$ cat src/rtl/kronos_wb_arbiter_if.sv
// rtl/kronos_wb_arbiter_if.sv - write-back requester, scoreboard and register-file port bundle
interface kronos_wb_arbiter_if;
  logic        ex_wb_vld;
  logic        ex_wb_rdy;
  logic [4:0]  ex_wb_sel;
  logic [31:0] ex_wb_data;

  logic        lsu_wb_vld;
  logic        lsu_wb_rdy;
  logic [4:0]  lsu_wb_sel;
  logic [31:0] lsu_wb_data;

  logic        dbg_wb_vld;
  logic        dbg_wb_rdy;
  logic [4:0]  dbg_wb_sel;
  logic [31:0] dbg_wb_data;

  logic        lsu_issue;
  logic [4:0]  lsu_issue_rd;
  logic [4:0]  chk_rs1;
  logic [4:0]  chk_rs2;
  logic        chk_rs1_busy;
  logic        chk_rs2_busy;

  logic        regwr_en;
  logic [4:0]  regwr_sel;
  logic [31:0] regwr_data;

  modport slave (
    input  ex_wb_vld, ex_wb_sel, ex_wb_data,
    input  lsu_wb_vld, lsu_wb_sel, lsu_wb_data,
    input  dbg_wb_vld, dbg_wb_sel, dbg_wb_data,
    input  lsu_issue, lsu_issue_rd, chk_rs1, chk_rs2,
    output ex_wb_rdy, lsu_wb_rdy, dbg_wb_rdy,
    output chk_rs1_busy, chk_rs2_busy,
    output regwr_en, regwr_sel, regwr_data
  );

  modport master (
    output ex_wb_vld, ex_wb_sel, ex_wb_data,
    output lsu_wb_vld, lsu_wb_sel, lsu_wb_data,
    output dbg_wb_vld, dbg_wb_sel, dbg_wb_data,
    output lsu_issue, lsu_issue_rd, chk_rs1, chk_rs2,
    input  ex_wb_rdy, lsu_wb_rdy, dbg_wb_rdy,
    input  chk_rs1_busy, chk_rs2_busy,
    input  regwr_en, regwr_sel, regwr_data
  );
endinterface

$ cat src/rtl/kronos_wb_arbiter.sv
// rtl/kronos_wb_arbiter.sv - register-file write-port arbiter (EX/LSU round-robin, DBG lowest) with load scoreboard
module kronos_wb_arbiter #(
  parameter bit DBG_EN = 1'b1
) (
  input logic clk,
  input logic rstz,
  kronos_wb_arbiter_if.slave wb
);

  logic        prio_q, prio_d;
  logic [31:0] busy_q, busy_d;
  logic        regwr_en_q, regwr_en_d;
  logic [4:0]  regwr_sel_q, regwr_sel_d;
  logic [31:0] regwr_data_q, regwr_data_d;
  logic        gnt_ex, gnt_lsu, gnt_dbg;

  // Grants are gated by rstz so no requester sees a transfer while reset is held.
  always_comb begin
    gnt_ex  = 1'b0;
    gnt_lsu = 1'b0;
    gnt_dbg = 1'b0;
    if (rstz) begin
      if (wb.ex_wb_vld && wb.lsu_wb_vld) begin
        gnt_ex  = ~prio_q;
        gnt_lsu = prio_q;
      end else if (wb.ex_wb_vld) begin
        gnt_ex = 1'b1;
      end else if (wb.lsu_wb_vld) begin
        gnt_lsu = 1'b1;
      end else if (DBG_EN && wb.dbg_wb_vld) begin
        gnt_dbg = 1'b1;
      end
    end
  end

  assign wb.ex_wb_rdy  = gnt_ex;
  assign wb.lsu_wb_rdy = gnt_lsu;
  assign wb.dbg_wb_rdy = gnt_dbg;

  always_comb begin
    prio_d       = prio_q;
    regwr_en_d   = 1'b0;
    regwr_sel_d  = regwr_sel_q;
    regwr_data_d = regwr_data_q;
    if (gnt_ex) begin
      prio_d       = 1'b1;
      regwr_sel_d  = wb.ex_wb_sel;
      regwr_data_d = wb.ex_wb_data;
    end else if (gnt_lsu) begin
      prio_d       = 1'b0;
      regwr_sel_d  = wb.lsu_wb_sel;
      regwr_data_d = wb.lsu_wb_data;
    end else if (gnt_dbg) begin
      regwr_sel_d  = wb.dbg_wb_sel;
      regwr_data_d = wb.dbg_wb_data;
    end
    if (gnt_ex || gnt_lsu || gnt_dbg) begin
      regwr_en_d = (regwr_sel_d != 5'd0);
    end
  end

  // Set is applied after clear so a re-issue to the register being filled stays busy.
  always_comb begin
    busy_d = busy_q;
    if (gnt_lsu) begin
      busy_d[wb.lsu_wb_sel] = 1'b0;
    end
    if (wb.lsu_issue && (wb.lsu_issue_rd != 5'd0)) begin
      busy_d[wb.lsu_issue_rd] = 1'b1;
    end
    busy_d[0] = 1'b0;
  end

  always_ff @(posedge clk or negedge rstz) begin
    if (!rstz) begin
      prio_q       <= 1'b0;
      busy_q       <= 32'd0;
      regwr_en_q   <= 1'b0;
      regwr_sel_q  <= 5'd0;
      regwr_data_q <= 32'd0;
    end else begin
      prio_q       <= prio_d;
      busy_q       <= busy_d;
      regwr_en_q   <= regwr_en_d;
      regwr_sel_q  <= regwr_sel_d;
      regwr_data_q <= regwr_data_d;
    end
  end

  assign wb.regwr_en     = regwr_en_q;
  assign wb.regwr_sel    = regwr_sel_q;
  assign wb.regwr_data   = regwr_data_q;
  assign wb.chk_rs1_busy = busy_q[wb.chk_rs1];
  assign wb.chk_rs2_busy = busy_q[wb.chk_rs2];

endmodule

$ cat src/flat_wrapper.sv
// flat-port wrapper written by rule: the top's interface ports become plain ports
module kronos_wb_arbiter_flat 
#(
  parameter bit DBG_EN = 1'b1
)
  (clk, rstz, wb_ex_wb_vld, wb_ex_wb_sel, wb_ex_wb_data, wb_lsu_wb_vld, wb_lsu_wb_sel, wb_lsu_wb_data, wb_dbg_wb_vld, wb_dbg_wb_sel, wb_dbg_wb_data, wb_lsu_issue, wb_lsu_issue_rd, wb_chk_rs1, wb_chk_rs2, wb_ex_wb_rdy, wb_lsu_wb_rdy, wb_dbg_wb_rdy, wb_chk_rs1_busy, wb_chk_rs2_busy, wb_regwr_en, wb_regwr_sel, wb_regwr_data);
  kronos_wb_arbiter_if wb_i ();
  input logic clk;
  input logic rstz;
  input wire logic [$bits(wb_i.ex_wb_vld)-1:0] wb_ex_wb_vld;
  input wire logic [$bits(wb_i.ex_wb_sel)-1:0] wb_ex_wb_sel;
  input wire logic [$bits(wb_i.ex_wb_data)-1:0] wb_ex_wb_data;
  input wire logic [$bits(wb_i.lsu_wb_vld)-1:0] wb_lsu_wb_vld;
  input wire logic [$bits(wb_i.lsu_wb_sel)-1:0] wb_lsu_wb_sel;
  input wire logic [$bits(wb_i.lsu_wb_data)-1:0] wb_lsu_wb_data;
  input wire logic [$bits(wb_i.dbg_wb_vld)-1:0] wb_dbg_wb_vld;
  input wire logic [$bits(wb_i.dbg_wb_sel)-1:0] wb_dbg_wb_sel;
  input wire logic [$bits(wb_i.dbg_wb_data)-1:0] wb_dbg_wb_data;
  input wire logic [$bits(wb_i.lsu_issue)-1:0] wb_lsu_issue;
  input wire logic [$bits(wb_i.lsu_issue_rd)-1:0] wb_lsu_issue_rd;
  input wire logic [$bits(wb_i.chk_rs1)-1:0] wb_chk_rs1;
  input wire logic [$bits(wb_i.chk_rs2)-1:0] wb_chk_rs2;
  output wire logic [$bits(wb_i.ex_wb_rdy)-1:0] wb_ex_wb_rdy;
  output wire logic [$bits(wb_i.lsu_wb_rdy)-1:0] wb_lsu_wb_rdy;
  output wire logic [$bits(wb_i.dbg_wb_rdy)-1:0] wb_dbg_wb_rdy;
  output wire logic [$bits(wb_i.chk_rs1_busy)-1:0] wb_chk_rs1_busy;
  output wire logic [$bits(wb_i.chk_rs2_busy)-1:0] wb_chk_rs2_busy;
  output wire logic [$bits(wb_i.regwr_en)-1:0] wb_regwr_en;
  output wire logic [$bits(wb_i.regwr_sel)-1:0] wb_regwr_sel;
  output wire logic [$bits(wb_i.regwr_data)-1:0] wb_regwr_data;
  assign wb_i.ex_wb_vld = wb_ex_wb_vld;
  assign wb_i.ex_wb_sel = wb_ex_wb_sel;
  assign wb_i.ex_wb_data = wb_ex_wb_data;
  assign wb_i.lsu_wb_vld = wb_lsu_wb_vld;
  assign wb_i.lsu_wb_sel = wb_lsu_wb_sel;
  assign wb_i.lsu_wb_data = wb_lsu_wb_data;
  assign wb_i.dbg_wb_vld = wb_dbg_wb_vld;
  assign wb_i.dbg_wb_sel = wb_dbg_wb_sel;
  assign wb_i.dbg_wb_data = wb_dbg_wb_data;
  assign wb_i.lsu_issue = wb_lsu_issue;
  assign wb_i.lsu_issue_rd = wb_lsu_issue_rd;
  assign wb_i.chk_rs1 = wb_chk_rs1;
  assign wb_i.chk_rs2 = wb_chk_rs2;
  assign wb_ex_wb_rdy = wb_i.ex_wb_rdy;
  assign wb_lsu_wb_rdy = wb_i.lsu_wb_rdy;
  assign wb_dbg_wb_rdy = wb_i.dbg_wb_rdy;
  assign wb_chk_rs1_busy = wb_i.chk_rs1_busy;
  assign wb_chk_rs2_busy = wb_i.chk_rs2_busy;
  assign wb_regwr_en = wb_i.regwr_en;
  assign wb_regwr_sel = wb_i.regwr_sel;
  assign wb_regwr_data = wb_i.regwr_data;
  kronos_wb_arbiter #(.DBG_EN(DBG_EN)) u_core (.clk(clk), .rstz(rstz), .wb(wb_i));
endmodule
$ cat config.mk
export PLATFORM = sky130hd
export DESIGN_NAME = kronos_wb_arbiter_flat
export DESIGN_NICKNAME = d
export VERILOG_FILES = /design/src/rtl/kronos_wb_arbiter_if.sv /design/src/rtl/kronos_wb_arbiter.sv /design/src/flat_wrapper.sv
export SDC_FILE = /design/constraint.sdc
export NUM_CORES = 1
export LEC_CHECK = 0
export ABC_AREA = 1
export CORE_ASPECT_RATIO = 0.75
export CORE_MARGIN = 2
export CORE_UTILIZATION = 30
export CTS_BUF_LIST = sky130_fd_sc_hd__clkbuf_8
export DETAILED_ROUTE_END_ITERATION = 8
export PLACE_DENSITY = 0.6
export SYNTH_ARGS = -nofsm -noshare
export SYNTH_HDL_FRONTEND = slang
export SYNTH_SLANG_ARGS = --single-unit
$ cat constraint.sdc
create_clock -name clk -period 3.1 [get_ports clk]
set_input_delay 0.62 -clock clk [delete_from_list [all_inputs] [get_ports clk]]
set_output_delay 0.62 -clock clk [all_outputs]
set_load 0.01 [all_outputs]
==> Word level (Yosys, flattened, before mapping) <==
Index checks and enable logic that the tools add are counted.
{ "classes": {"muxes": 31, "order_cmp": 6, "n_reduce_logical": 10, "bitwise": 4} }
{ "op_table": {"columns": ["operator", "n"], "rows": [
  ["32-bit two-way mux", 5],
  ["32-bit bitwise AND", 1],
  ["32-bit NOT", 1],
  ["32-bit bitwise OR", 1],
  ["5-bit by 6-bit < comparator with 1-bit output, second input constant", 4],
  ["1-bit two-way mux", 19],
  ["5-bit two-way mux", 3],
  ["1-bit binary-select mux with 5-bit select", 2],
  ["1-bit demux with 5-bit select", 2],
  ["5-bit by 1-bit >= comparator with 1-bit output, second input constant", 2],
  ["5-bit nonzero test", 2],
  ["1-bit logical AND", 4],
  ["3-bit nonzero test", 1],
  ["1-bit logical OR", 2],
  ["2-bit nonzero test", 1],
  ["1-bit NOT", 1]
]} }
{ "word_totals": {"output_inout_bits": 43, "wordCells": 56, "inputBits": 132, "reg_bits": 70} }

==> Depth between registers and ports, before layout <==
{ "logic_depth": {"ltp_word": 10, "ltp_mapped": 12} }

==> Least setup slack after synthesis <==
No wires, ideal clock.
{ "synth_path": {"path_type": "input to output", "start": "input wb_chk_rs1[1]", "end": "output wb_chk_rs1_busy", "t_arrival_ns": 1.463, "stages": 9, "slack_ns": 1.017, "cell_sequence": "clkbuf_1 > inv_1 > nand3_1 > nand3_1 > nand2_1 > nand2_1 > nand2_1 > nand2_1 > nand2_1"} }
{ "synth_via": {"elab_chain_len": 2} }
{ "synth_lines": {"columns": ["element", "line_no", "source"], "rows": [
  ["from (decl)", "flat_wrapper.sv:21", "input wire logic [$bits(wb_i.chk_rs1)-1:0] wb_chk_rs1;"],
  ["1-bit binary-select mux with 5-bit select", "kronos_wb_arbiter.sv:93", "assign wb.chk_rs1_busy = busy_q[wb.chk_rs1];"],
  ["1-bit two-way mux (not written as such)", "kronos_wb_arbiter.sv:93", null],
  ["to (decl)", "flat_wrapper.sv:26", "output wire logic [$bits(wb_i.chk_rs1_busy)-1:0] wb_chk_rs1_busy;"]
]} }
No other way between the ends. The select of a mux whose other input is x is not followed.

==> Final worst setup path <==
Same ends and word-level chain as after synthesis.

==> flow_summary.ini <==
[worst_setup_path]
r2r-start = u_core.prio_q
r2r_cells = 8
timing.rr.end = u_core.busy_q[27]
rrSetupSlack_ps = 1220
crit_type = in -> out
critical_path_arrival_ps = 2270
critPathRequiredTime_ps = 2480
setup.worst_path.start = wb_chk_rs1[1]
crit_path_end_kind = output pin
worstPathMaxFanout = 8
crit_path_start_kind = input pin

[floorplanning]
dieHeight_um = 107
io_pins = 175
std_cell_rows = 37
dieArea_sq_mm = 0.0150
coreArea_sq_mm = 0.0137
die_width_um = 141
initial_core_util_pct = 30.8

[route]
detail_route.wirelength_mm = 15.9
dr.pass1.iters = 5
final_antenna_net_count = 0
drc = 0
wl_per_cell_um = 17.1
viasPerCell = 5.10
drtIter0Drc = 423
vias = 4719

[run]
drv_cap = 0

[grt]
antenna_found_initial = 0
grt_use_total_pct = 21.6
grt_max_degree = 53
grt_pass1_wl_mm = 25.2
grt_pass1_vias = 4698
grt_overflow = 0

[timing]
worst_slack_ps = 208
worstMarginPinSlew_ps = 679
fin_crit_ps = 2890
tns_ps = 0
fin_skew_ps = 9.35
rsz0062_at_grt = false
setup_viol = 0
relSlewSlack_pct = 54.7
fmax_mhz = 346
hold_viol = 0
finalCritPeriodShare_pct = 93.3
maxSlewViolCount = 0

[placed_design]
gp_congestion = 0.947
place_inst = 910
place_hpwl_mm = 12.5
portBuffers = 174
dp_worst_setup_slack_ps = 98.6

[final_layout]
utilization_pct = 46.6
drive_gt1_share_pct = 6.66
antenna_cells = 0
fill_cells = 1365
syn_to_final_growth_pct = 51.5
num-nets-final = 879
instances_no_fill = 926

[logic_synthesis]
synth_top_cell_by_area = dfrtp_1
synth_cell_types = 25
netlist_instances = 573
synth_top_area_share_pct = 41.6
synth-seq-cells = 70
postSynthAreaPerCell_sq_um = 7.36
yosysWarningCount = 0
ys_seq_area_share_pct = 41.6
syn_area_sq_mm = 0.00422
ys_top_cells_by_area = dfrtp_1 (42%), nand2_1 (12%), nand3_1 (8.9%)
syn-num-nets = 705

[clock_tree]
cts_setup_buffers = 0
cts_resized = 0
cts_sinks = 70
cts-htree-levels = 3
clkLatencyLatePin_ps = 350
clockBufferDepth = 2
hold_buffers = 0
cts_root_buffer = clkbuf_8
tritoncts = built
clk_pin_slew_ps = 70
cts_buffers = 9

[power]
leakage_uw = 0.00264
peakVddDrop_v = 0.000217
power.density_mw_per_mm2 = 478
finalPower_uw = 3050

[status]
outcome = finished clean

[hold_path]
holdCritPathClass = in -> async
==> layout make-up <==
class | instances | area (sq um) | area share (%)
inverters | 47 | 183 | 2.86
flip-flops and latches | 70 | 1750 | 27.4
well taps | 175 | 219 | 3.43
multi-input cells | 430 | 2150 | 33.7
clock buffers | 12 | 165 | 2.59
clock inverters | 3 | 42.5 | 0.666
repair buffers | 189 | 1870 | 29.3
==> Yosys cell counts <==
cell type  number
nor2_1         40
clkbuf_1       11
inv_2           6
buf_6           2
o211ai_1       38
nand3b_1        2
buf_2           9
clkbuf_2        1
a21oi_4         1
inv_1          40
nor2_2          1
buf_4           3
nand2_1       137
nor2_4          1
a31oi_1        32
or2_0          31
clkinv_2        1
nand3_2         1
o21ai_0        22
nand3_1        75
or2_1           1
nand4_2         1
dfrtp_1        70
nand2_2         6
o21ai_1        41
==> kinds of logic after synthesis <==
family	count (synthesis)	share of synthesized area (%)
and+or+nand+nor	296	31.6
AOI/OAI and AO/OA	134	19.4
buffers and inverters	73	7.45
DFF	70	41.6
==> critical path, stage by stage <==
cell and delay [ps]:
clkdlybuf4s50_1 470, inv_1 140, nand3_1 130, nand3_1 80, nand2_1 80, nand2_1 50, nand2_1 50, nand2_1 50
nand2_1 60, clkdlybuf4s50_1 520
==> through the flow <==
stage	instance area [sq um]	hold WS, ps
after global placement	6150	492
after CTS	6360	123
after detailed placement	6150	497
after floorplan	4220	324
after global routing	6390	121
final	6390	131
==> worst max path at each step <==
stage | end | slack [ps] | cells past startpoint
5_1_grt | wb_chk_rs1_busy | 90 | 9
3_3_place_gp | wb_chk_rs2_busy | 70 | 11
6_report | wb_chk_rs1_busy | 210 | 10
3_5_place_dp | wb_chk_rs2_busy | 100 | 11
2_1_floorplan | wb_chk_rs1_busy | 1020 | 9
4_1_cts | wb_chk_rs2_busy | 90 | 11
==> cell usage in the layout, fill, tap and decap left out, types with 2 or more instances in the layout <==
cell / netlist / routed
nand3_1: 75 / 75
or2_0: 31 / 31
nand3b_1: 2 / 2
clkbuf_8: 0 / 12
nand2_2: 6 / 7
clkdlybuf4s50_1: 0 / 171
inv_2: 6 / 4
clkinv_2: 1 / 2
buf_4: 3 / 11
o21ai_0: 22 / 22
nor2_1: 40 / 40
o211ai_1: 38 / 38
a31oi_1: 32 / 32
inv_1: 40 / 40
inv_4: 0 / 2
buf_6: 2 / 2
dlymetal6s2s_1: 0 / 2
dfrtp_1: 70 / 70
o21ai_1: 41 / 41
nand2_1: 137 / 136
==> power breakdown <==
group	leakage (uW)	internal, uW	total, uW	switching, uW
logic	0.00173	509	989	480
clock network	0.000104	432	785	353
registers	0.000806	1100	1280	174
==> metal layers <==
metal,vias to the layer above,global-route usage (%),wire (um)
met5,-,0,0
met4,0,5.57,255
met3,19,5.67,1270
met2,188,34.6,7280
met1,2214,29.2,7040
li1,2298,-,-
==> flip-flops by register name (all words and copies together) (netlist names) <==
signal	flops
u_core.wb.regwr_en	1
u_core.prio_q	1
u_core.wb.regwr_sel	5
u_core.busy_q	31
u_core.wb.regwr_data	32
Power figures use the tool's default switching activity.
